<file path="src/rtl/cmp_pkg.sv">
// Shared types for the serial magnitude comparator: FSM state and one-hot result encoding.
package cmp_pkg;

    typedef enum logic {IDLE, SCAN} cmp_state_t;

    typedef enum logic [2:0] {
        RES_NONE = 3'b000,
        RES_EQ   = 3'b100,
        RES_LT   = 3'b010,
        RES_GT   = 3'b001
    } cmp_res_t;

endpackage

</file>
<file path="src/rtl/digit_cmp.sv">
// Combinational DIGIT-bit compare; invert_msb flips both top bits so the digit orders as two's complement.
module digit_cmp #(
    parameter int DIGIT = 4
) (
    input  logic [DIGIT-1:0] da,
    input  logic [DIGIT-1:0] db,
    input  logic             invert_msb,
    output logic             d_eq,
    output logic             d_gt
);

    logic [DIGIT-1:0] xa;
    logic [DIGIT-1:0] xb;

    always_comb begin
        xa = da;
        xb = db;
        xa[DIGIT-1] = da[DIGIT-1] ^ invert_msb;
        xb[DIGIT-1] = db[DIGIT-1] ^ invert_msb;
        d_eq = (xa == xb);
        d_gt = (xa > xb);
    end

endmodule

</file>
<file path="src/rtl/serial_mag_compare.sv">
// Multi-cycle MSB-first magnitude comparator, DIGIT bits per clock, early exit on first differing digit.
// Define CMP_SIGNED_EN to add the sgn port and two's-complement compare mode.
module serial_mag_compare
    import cmp_pkg::*;
#(
    parameter int WIDTH = 16,
    parameter int DIGIT = 4
) (
    input  logic             clk,
    input  logic             rst_n,
    input  logic             start,
    input  logic [WIDTH-1:0] a,
    input  logic [WIDTH-1:0] b,
`ifdef CMP_SIGNED_EN
    input  logic             sgn,
`endif
    output logic             busy,
    output logic             done,
    output logic             eq,
    output logic             lt,
    output logic             gt
);

    localparam int NDIG = WIDTH / DIGIT;
    localparam int CW   = (NDIG > 1) ? $clog2(NDIG) : 1;

    if ((WIDTH % DIGIT) != 0 || WIDTH < DIGIT) begin : g_param_err
        $error("serial_mag_compare: WIDTH must be a nonzero multiple of DIGIT");
    end

    cmp_state_t       state;
    cmp_res_t         res;
    logic [WIDTH-1:0] a_q;
    logic [WIDTH-1:0] b_q;
    logic [CW-1:0]    cnt;
    logic [DIGIT-1:0] da;
    logic [DIGIT-1:0] db;
    logic             invert_msb;
    logic             d_eq;
    logic             d_gt;

`ifdef CMP_SIGNED_EN
    logic sgn_q;
    assign invert_msb = sgn_q && (cnt == CW'(NDIG - 1));
`else
    assign invert_msb = 1'b0;
`endif

    always_comb begin
        da = '0;
        db = '0;
        for (int i = 0; i < NDIG; i++) begin
            if (cnt == CW'(i)) begin
                da = a_q[i*DIGIT +: DIGIT];
                db = b_q[i*DIGIT +: DIGIT];
            end
        end
    end

    digit_cmp #(.DIGIT(DIGIT)) u_digit_cmp (
        .da         (da),
        .db         (db),
        .invert_msb (invert_msb),
        .d_eq       (d_eq),
        .d_gt       (d_gt)
    );

    always_ff @(posedge clk or negedge rst_n) begin
        if (!rst_n) begin
            state <= IDLE;
            res   <= RES_NONE;
            busy  <= 1'b0;
            done  <= 1'b0;
            a_q   <= '0;
            b_q   <= '0;
            cnt   <= '0;
`ifdef CMP_SIGNED_EN
            sgn_q <= 1'b0;
`endif
        end else begin
            done <= 1'b0;
            case (state)
                IDLE: begin
                    if (start) begin
                        a_q   <= a;
                        b_q   <= b;
`ifdef CMP_SIGNED_EN
                        sgn_q <= sgn;
`endif
                        cnt   <= CW'(NDIG - 1);
                        busy  <= 1'b1;
                        state <= SCAN;
                    end
                end
                SCAN: begin
                    // The previous result stays visible until this operation decides.
                    if (!d_eq) begin
                        res   <= d_gt ? RES_GT : RES_LT;
                        done  <= 1'b1;
                        busy  <= 1'b0;
                        state <= IDLE;
                    end else if (cnt == '0) begin
                        res   <= RES_EQ;
                        done  <= 1'b1;
                        busy  <= 1'b0;
                        state <= IDLE;
                    end else begin
                        cnt <= cnt - 1'b1;
                    end
                end
                default: state <= IDLE;
            endcase
        end
    end

    assign {eq, lt, gt} = res;

endmodule

</file>
<file path="config.mk">
export PLATFORM = sky130hd
export DESIGN_NAME = serial_mag_compare
export DESIGN_NICKNAME = d
export VERILOG_FILES = /design/src/rtl/cmp_pkg.sv /design/src/rtl/digit_cmp.sv /design/src/rtl/serial_mag_compare.sv
export SDC_FILE = /design/constraint.sdc
export NUM_CORES = 1
export LEC_CHECK = 0
export ABC_AREA = 1
export CAP_MARGIN = 20
export CORE_MARGIN = 2
export CORE_UTILIZATION = 40
export CTS_BUF_LIST = sky130_fd_sc_hd__clkbuf_4 sky130_fd_sc_hd__clkbuf_8
export CTS_CLUSTER_SIZE = 14
export DETAILED_ROUTE_END_ITERATION = 8
export GPL_TIMING_DRIVEN = 0
export HOLD_SLACK_MARGIN = 0.03
export PLACE_DENSITY = 0.61
export SYNTH_ARGS = -nofsm -noshare
export SYNTH_HDL_FRONTEND = slang
export SYNTH_HIERARCHICAL = 1
export SYNTH_SLANG_ARGS = --single-unit
</file>
<file path="constraint.sdc">
create_clock -name clk -period 3.6 [get_ports clk]
set_input_delay 0.54 -clock clk [delete_from_list [all_inputs] [get_ports clk]]
set_output_delay 0.54 -clock clk [all_outputs]
set_load 0.05 [all_outputs]
</file>
==> flow_summary.yaml, run 1 <==
run_status:
  run_status: "finished, final reports clean"
final_layout:
  nFillCells: 493
  syn_to_final_growth_pct: 27.64
  fin_area_um2: 2582
  finish.net_count: 349
  antennaDiodeCount: 0
  drive_gt1_frac: 0.08224
worst_setup_path:
  arrival_ps: 2930
  crit_top_cell: "nand2_1"
  path_class: "flop to flop"
  crit_fanout: 10
  start_kind: "flop"
  cp.required_ps: 3820
  cpPeakStageDelay_ps: 430
  critPathSlowestCell: "dfrtp_1"
  crit_path_cell_trace: "inv_1, ha_1, buf_2, buf_2, a21oi_1, nand2_1, nand2_1, xor2_1, ha_1, nand2_2, nor2_2, inv_1, o21ai_1, nand2_1, o21ai_1"
  endpoint_kind: "flop"
routing:
  vias: 1727
  route.detailed.drc: 0
  final_antenna_net_count: 0
  viasPerCell: 4.655
  drt-initial-drc-count: 99
  avgRoutedWirePerCell_um: 11.65
  drt_wl_total_um: 4323
  drt_first_pass_iters: 4
synthesis:
  synth_compound_area_frac: 0.07359
  yosysUniqueCellTypes: 22
  yosysSeqAreaShare: 0.4947
  ys_seq_elements: 40
  synth_simple_gate_area_frac: 0.2962
  synth_top_family_by_area: "simple AND/OR/NAND/NOR gates"
  syn_area_um2: 2023
  syn_area_per_cell_um2: 7.812
  synth_adder_area_share: 0.04947
  synthMuxAreaShare: 0
  yosysWarnings: 6
  synth-xor-area-share: 0.008658
  syn_inst: 259
timing:
  slew_viol_final: 0
  finalSetupViolCount: 0
  final.period_utilization: 0.7534
  rsz0062_at_grt: "no"
  fmax_ghz: 0.3687
  finClkSkew_ps: 3.684
  finalHoldViolations: 0
  setup_tns_ps: 0
  period_needed_ps: 2712
flow_run:
  maxCapViolCount: 0
global_routing:
  grt_overflow: 0
  grt_first_pass_wirelength_um: 7376
  track_usage: 0.1750
  grt_pass1_vias: 1617
  grt_antenna_before_repair: 0
  grt_max_degree: 25
die:
  die_h_um: 75.12
  rows: 25
  die_area_um2: 5643
  fp.dieW_um: 75.12
  io_pins: 40
  fp.coreArea_um2: 4786
  initial_core_util: 0.4227
clock_tree:
  numCtsBuffers: 5
  clock_sinks: 40
  post-cts-setup-buffers: 0
  cts_tree: "built"
  worstSkewPairLatency_ps: 290
  cts_max_level: 2
  cts_hold_buf: 0
  clk_pin_slew_ps: 70
  post_cts_resized: 0
  cts_root_buf: "clkbuf_8"
  cts_max_path_buffers: 2
hold_path:
  hold_path.class: "input pin to async pin"
place:
  gp_congestion: 0.7868
  port_buffers: 38
  dp_hpwl_um: 3292
  place_area_um2: 2514
pwr:
  power.density_nw_per_um2: 842.5
  leakagePower_uw: 0.001339
  vdd_drop_max_mv: 0.2913
  power.total_uw: 2176
where the power goes:
group | internal (uW) | switching (uW) | leakage, uW
Combinational | 431 | 728 | 0.000824
Clock | 125 | 139 | 0.0000359
Sequential | 650 | 103 | 0.000479
Total | 1210 | 970 | 0.00134
path summary, 6_finish.rpt:
check,to,slack [ps],cells past startpoint,from
min,busy,190,1,rst_n
max reg2reg,res[1],890,15,cnt[0]
max in group asynchronous,b_q[6],2940,2,rst_n
min in group clk,busy,470,2,busy
min reg2reg,busy,470,2,busy
max,res[1],890,15,cnt[0]
synth_stat cells:
library cell  instances  area [um^2]
buf_2                 8        40.04
nand3_1              34        170.2
dfrtp_1              40         1001
nor2_2                1        6.260
ha_1                  8        100.1
nand3b_1              1        7.510
a21oi_2               1        8.760
o21ai_1               3        15.01
xor2_1                1        8.760
clkinv_1              1        3.750
xnor2_1               1        8.760
a21oi_1              25        125.1
nand2_1              96        360.4
buf_6                 1        11.26
buf_4                 1        7.510
inv_2                 2        7.510
inv_1                17        63.81
buf_1                 1        3.750
nand2_2               4        25.02
conb_1                1        3.750
nor2_1                8        30.03
clkbuf_1              4        15.01
layout by cell type, fill, tap and decap left out, drive strengths merged:
cell type,count
nand2,100
dfrtp,40
clkdlybuf4s50,37
nand3,34
a21oi,26
inv,19
buf,13
nor2,9
clkbuf,9
ha,8
o21ai,3
conb,2
nand3b,1
xnor2,1
xor2,1
clkinv,1
layer usage:
metal	vias to the layer above	global-route usage	share of wire
met2	39	0.2719	0.46
met1	779	0.2453	0.49
met5	-	0	0
li1	904	-	-
met4	0	0.05159	0.012
met3	5	0.04016	0.044
logic make-up (layout without fill, tap and decap cells):
logic type,Yosys count,count (layout)
DFF,40,40
AOI/OAI and AO/OA,29,29
adders and majority gates,8,8
and+or+nand+nor,144,144
xor gates and xnor gates,2,2
other,1,2
buffers and inverters,35,79
cell type report:
class / count / area (um^2) / area share
flip-flops and latches: 40 / 1001 / 0.3876
inverters: 20 / 75.07 / 0.02907
plain buffers: 15 / 77.57 / 0.03004
clock buffers: 5 / 68.82 / 0.02665
well taps: 67 / 83.83 / 0.03246
repair buffers: 39 / 402.9 / 0.1560
multi-input cells: 185 / 873.3 / 0.3382
flip-flops by register name, summed over array words and instances, names as in the netlist:
register and flops:
a_q 16, b_q 16, state 1, cnt 2, res 3, busy 1, done 1
critical path, delay by kind of cell, from the launching register on:
| family | cells | cell delay, ps |
|---|---|---|
| simple gates | 5 | 460 |
| compound gates | 3 | 540 |
| flops | 1 | 430 |
| fa+ha+maj | 2 | 460 |
| xor+xnor | 1 | 140 |
| buf+inv | 4 | 620 |
stage by stage:
| stage | setup slack, ps | utilization | hold slack (ps) | std cells |
|---|---|---|---|---|
| global placement | 934.0 | 0.5205 | 454.1 | 365 |
| CTS | 855.4 | 0.5396 | 198.4 | 371 |
| global route | 543.6 | 0.5396 | 214.0 | 371 |
| finish | 887.6 | 0.5396 | 191.2 | 371 |
| detailed placement | 888.1 | 0.5252 | 459.5 | 366 |
| floorplan | 1265 | - | 244.4 | 260 |
Note: power is estimated with default switching activity, not from simulation.
==> inputs of run 2 (changes only) <==
==> constraint.sdc (replaced) <==
create_clock -name clk -period 2.8 [get_ports clk]
set_input_delay 0.42 -clock clk [delete_from_list [all_inputs] [get_ports clk]]
set_output_delay 0.42 -clock clk [all_outputs]
set_load 0.05 [all_outputs]
==> flow_summary.yaml, run 2 (synthesis gave the netlist of run 1 again) <==
run_status:
  run_status: "finished, final reports clean"
timing:
  finClkSkew_ps: 3.288
  finalHoldViolations: 0
  holdWs_ps: 66.47
  worst_slack_ps: 292.8
  setup_tns_ps: 0
  finalSetupViolCount: 0
  period_needed_ps: 2507
  slew_viol_final: 0
  fmax_ghz: 0.3989
  final.period_utilization: 0.8954
worst_setup_path:
  cp.required_ps: 3020
  cpPeakStageDelay_ps: 430
  start_kind: "flop"
  timing.rr.start: "cnt[0]"
  reg2regPathDepth: 15
  crit_path_cell_trace: "inv_1, ha_1, buf_2, buf_4, a21oi_1, nand2_1, nand2_1, xor2_1, ha_1, nand2_2, nor2_2, inv_1, o21ai_4, nand2_1, o21ai_1"
  endpoint_kind: "flop"
  critPathSlowestCell: "dfrtp_1"
  reg2reg_to: "res[1]"
  worstSetupEndpoint: "res[1]"
  crit_top_cell: "nand2_1"
  crit_start: "cnt[0]"
  rrSetupSlack_ps: 290
  arrival_ps: 2720
  path_class: "flop to flop"
  crit_fanout: 10
die:
  initial_core_util: 0.4227
  fp.coreArea_um2: 4786
  die_area_um2: 5643
  fp.dieW_um: 75.12
  die_h_um: 75.12
  rows: 25
  io_pins: 40
routing:
  final_antenna_net_count: 0
  drt-initial-drc-count: 97
  drt_first_pass_iters: 4
  route.detailed.drc: 0
  met3WireLength_um: 192
  highest_layer: "met4"
  avgRoutedWirePerCell_um: 11.64
  drt_wl_total_um: 4317
  viasPerCell: 4.647
  wl_met1_um: 2090
  vias: 1724
  dr_wl_met2_um: 1979
final_layout:
  multiInputGateArea_um2: 884.6
  finish.net_count: 349
  drive_gt1_frac: 0.08553
  reg_top3: "a_q x16, b_q x16, res x3"
  layout_commonest_cell: "nand2_1"
  final_cell_mix: "nand2_1 (96), dfrtp_1 (40), clkdlybuf4s50_1 (37), nand3_1 (34), a21oi_1 (25)"
  fin_area_um2: 2596
  stdcell_count: 371
  seq_area_um2: 1001
  nFillCells: 492
  antennaDiodeCount: 0
  syn_to_final_growth_pct: 28.32
clock_tree:
  cts_max_level: 2
  post_cts_resized: 0
  cts_tree: "built"
  numCtsBuffers: 5
  cts_root_buf: "clkbuf_8"
  post-cts-setup-buffers: 0
  cts_max_path_buffers: 2
  clock_sinks: 40
  clk_pin_slew_ps: 70
  cts_hold_buf: 0
  worstSkewPairLatency_ps: 290
pwr:
  power_frac_seq: 0.344
  clkPwrFrac: 0.121
  combPwrFrac: 0.536
  p_sw_uw: 1263
  vdd_drop_max_mv: 0.3746
  leakagePower_uw: 0.001342
  power.density_nw_per_um2: 1088
  switching_share: 0.4470
  intPower_uw: 1563
global_routing:
  grt_antenna_before_repair: 0
  grt_overflow: 0
  grt_first_pass_wirelength_um: 7376
  grt_max_degree: 25
  track_usage: 0.1750
  grt_pass1_vias: 1617
hold_path:
  hold_path.class: "input pin to async pin"
place:
  port_buffers: 38
  dp_worst_setup_slack_ps: 88.06
  place_area_um2: 2514
  dp_cells: 366
  gp_congestion: 0.7868
  dp_hpwl_um: 3292
flow_run:
  maxCapViolCount: 0
[run 2: cell types whose count changed in the layout (fill, tap and decap cells not counted)]
cell / change
buf_2: -1
buf_4: +1
o21ai_1: -1
o21ai_4: +1
[run 2: how the worst min path moves through the flow]
stage	start	end	slack, ps	depth (start not counted)
CTS	rst_n	busy	80	1
global route	rst_n	busy	90	1
global placement	busy	busy	450	2
floorplan	rst_n	a_q[0]	120	0
detailed placement	rst_n	busy	390	1
finish	rst_n	busy	70	1
[run 2: worst max-delay path: cells and delay by family, from the launching register on]
family / cells / cell delay [ps]
AOI/OAI and AO/OA: 3 / 380
xor gates and xnor gates: 1 / 140
adders and majority gates: 2 / 460
buffers and inverters: 4 / 600
DFF: 1 / 430
and+or+nand+nor: 5 / 440
[run 2: power groups by stage]
stage / clock, uW / sequential [uW] / combinational (uW)
final: 341 / 972 / 1510
after global placement: 0 / 973 / 1480
after global routing: 370 / 1000 / 1760
after CTS: 353 / 970 / 1520
after floorplan: 0 / 1050 / 1030
after detailed placement: 0 / 980 / 1510
[run 2: cell type report]
cell class / instances / share of cell area
inverter: 20 / 0.02892
tap: 67 / 0.03229
multi-input combinational: 185 / 0.3407
buffer: 15 / 0.03084
clock buffer: 5 / 0.02651
sequential: 40 / 0.3855
timing repair buffer: 39 / 0.1552
[run 2: metal layers]
metal  GRT usage  vias to the layer above
met5           0                        -
met4     0.05159                        0
met3     0.04016                        5
met2      0.2719                       37
met1      0.2453                      778
li1            -                      904
[run 2: metrics by stage]
stage	power, uW	util
final	2826	0.5425
after floorplan	2086	-
after detailed placement	2488	0.5252
after CTS	2840	0.5396
after global placement	2452	0.5205
after global routing	3134	0.5425
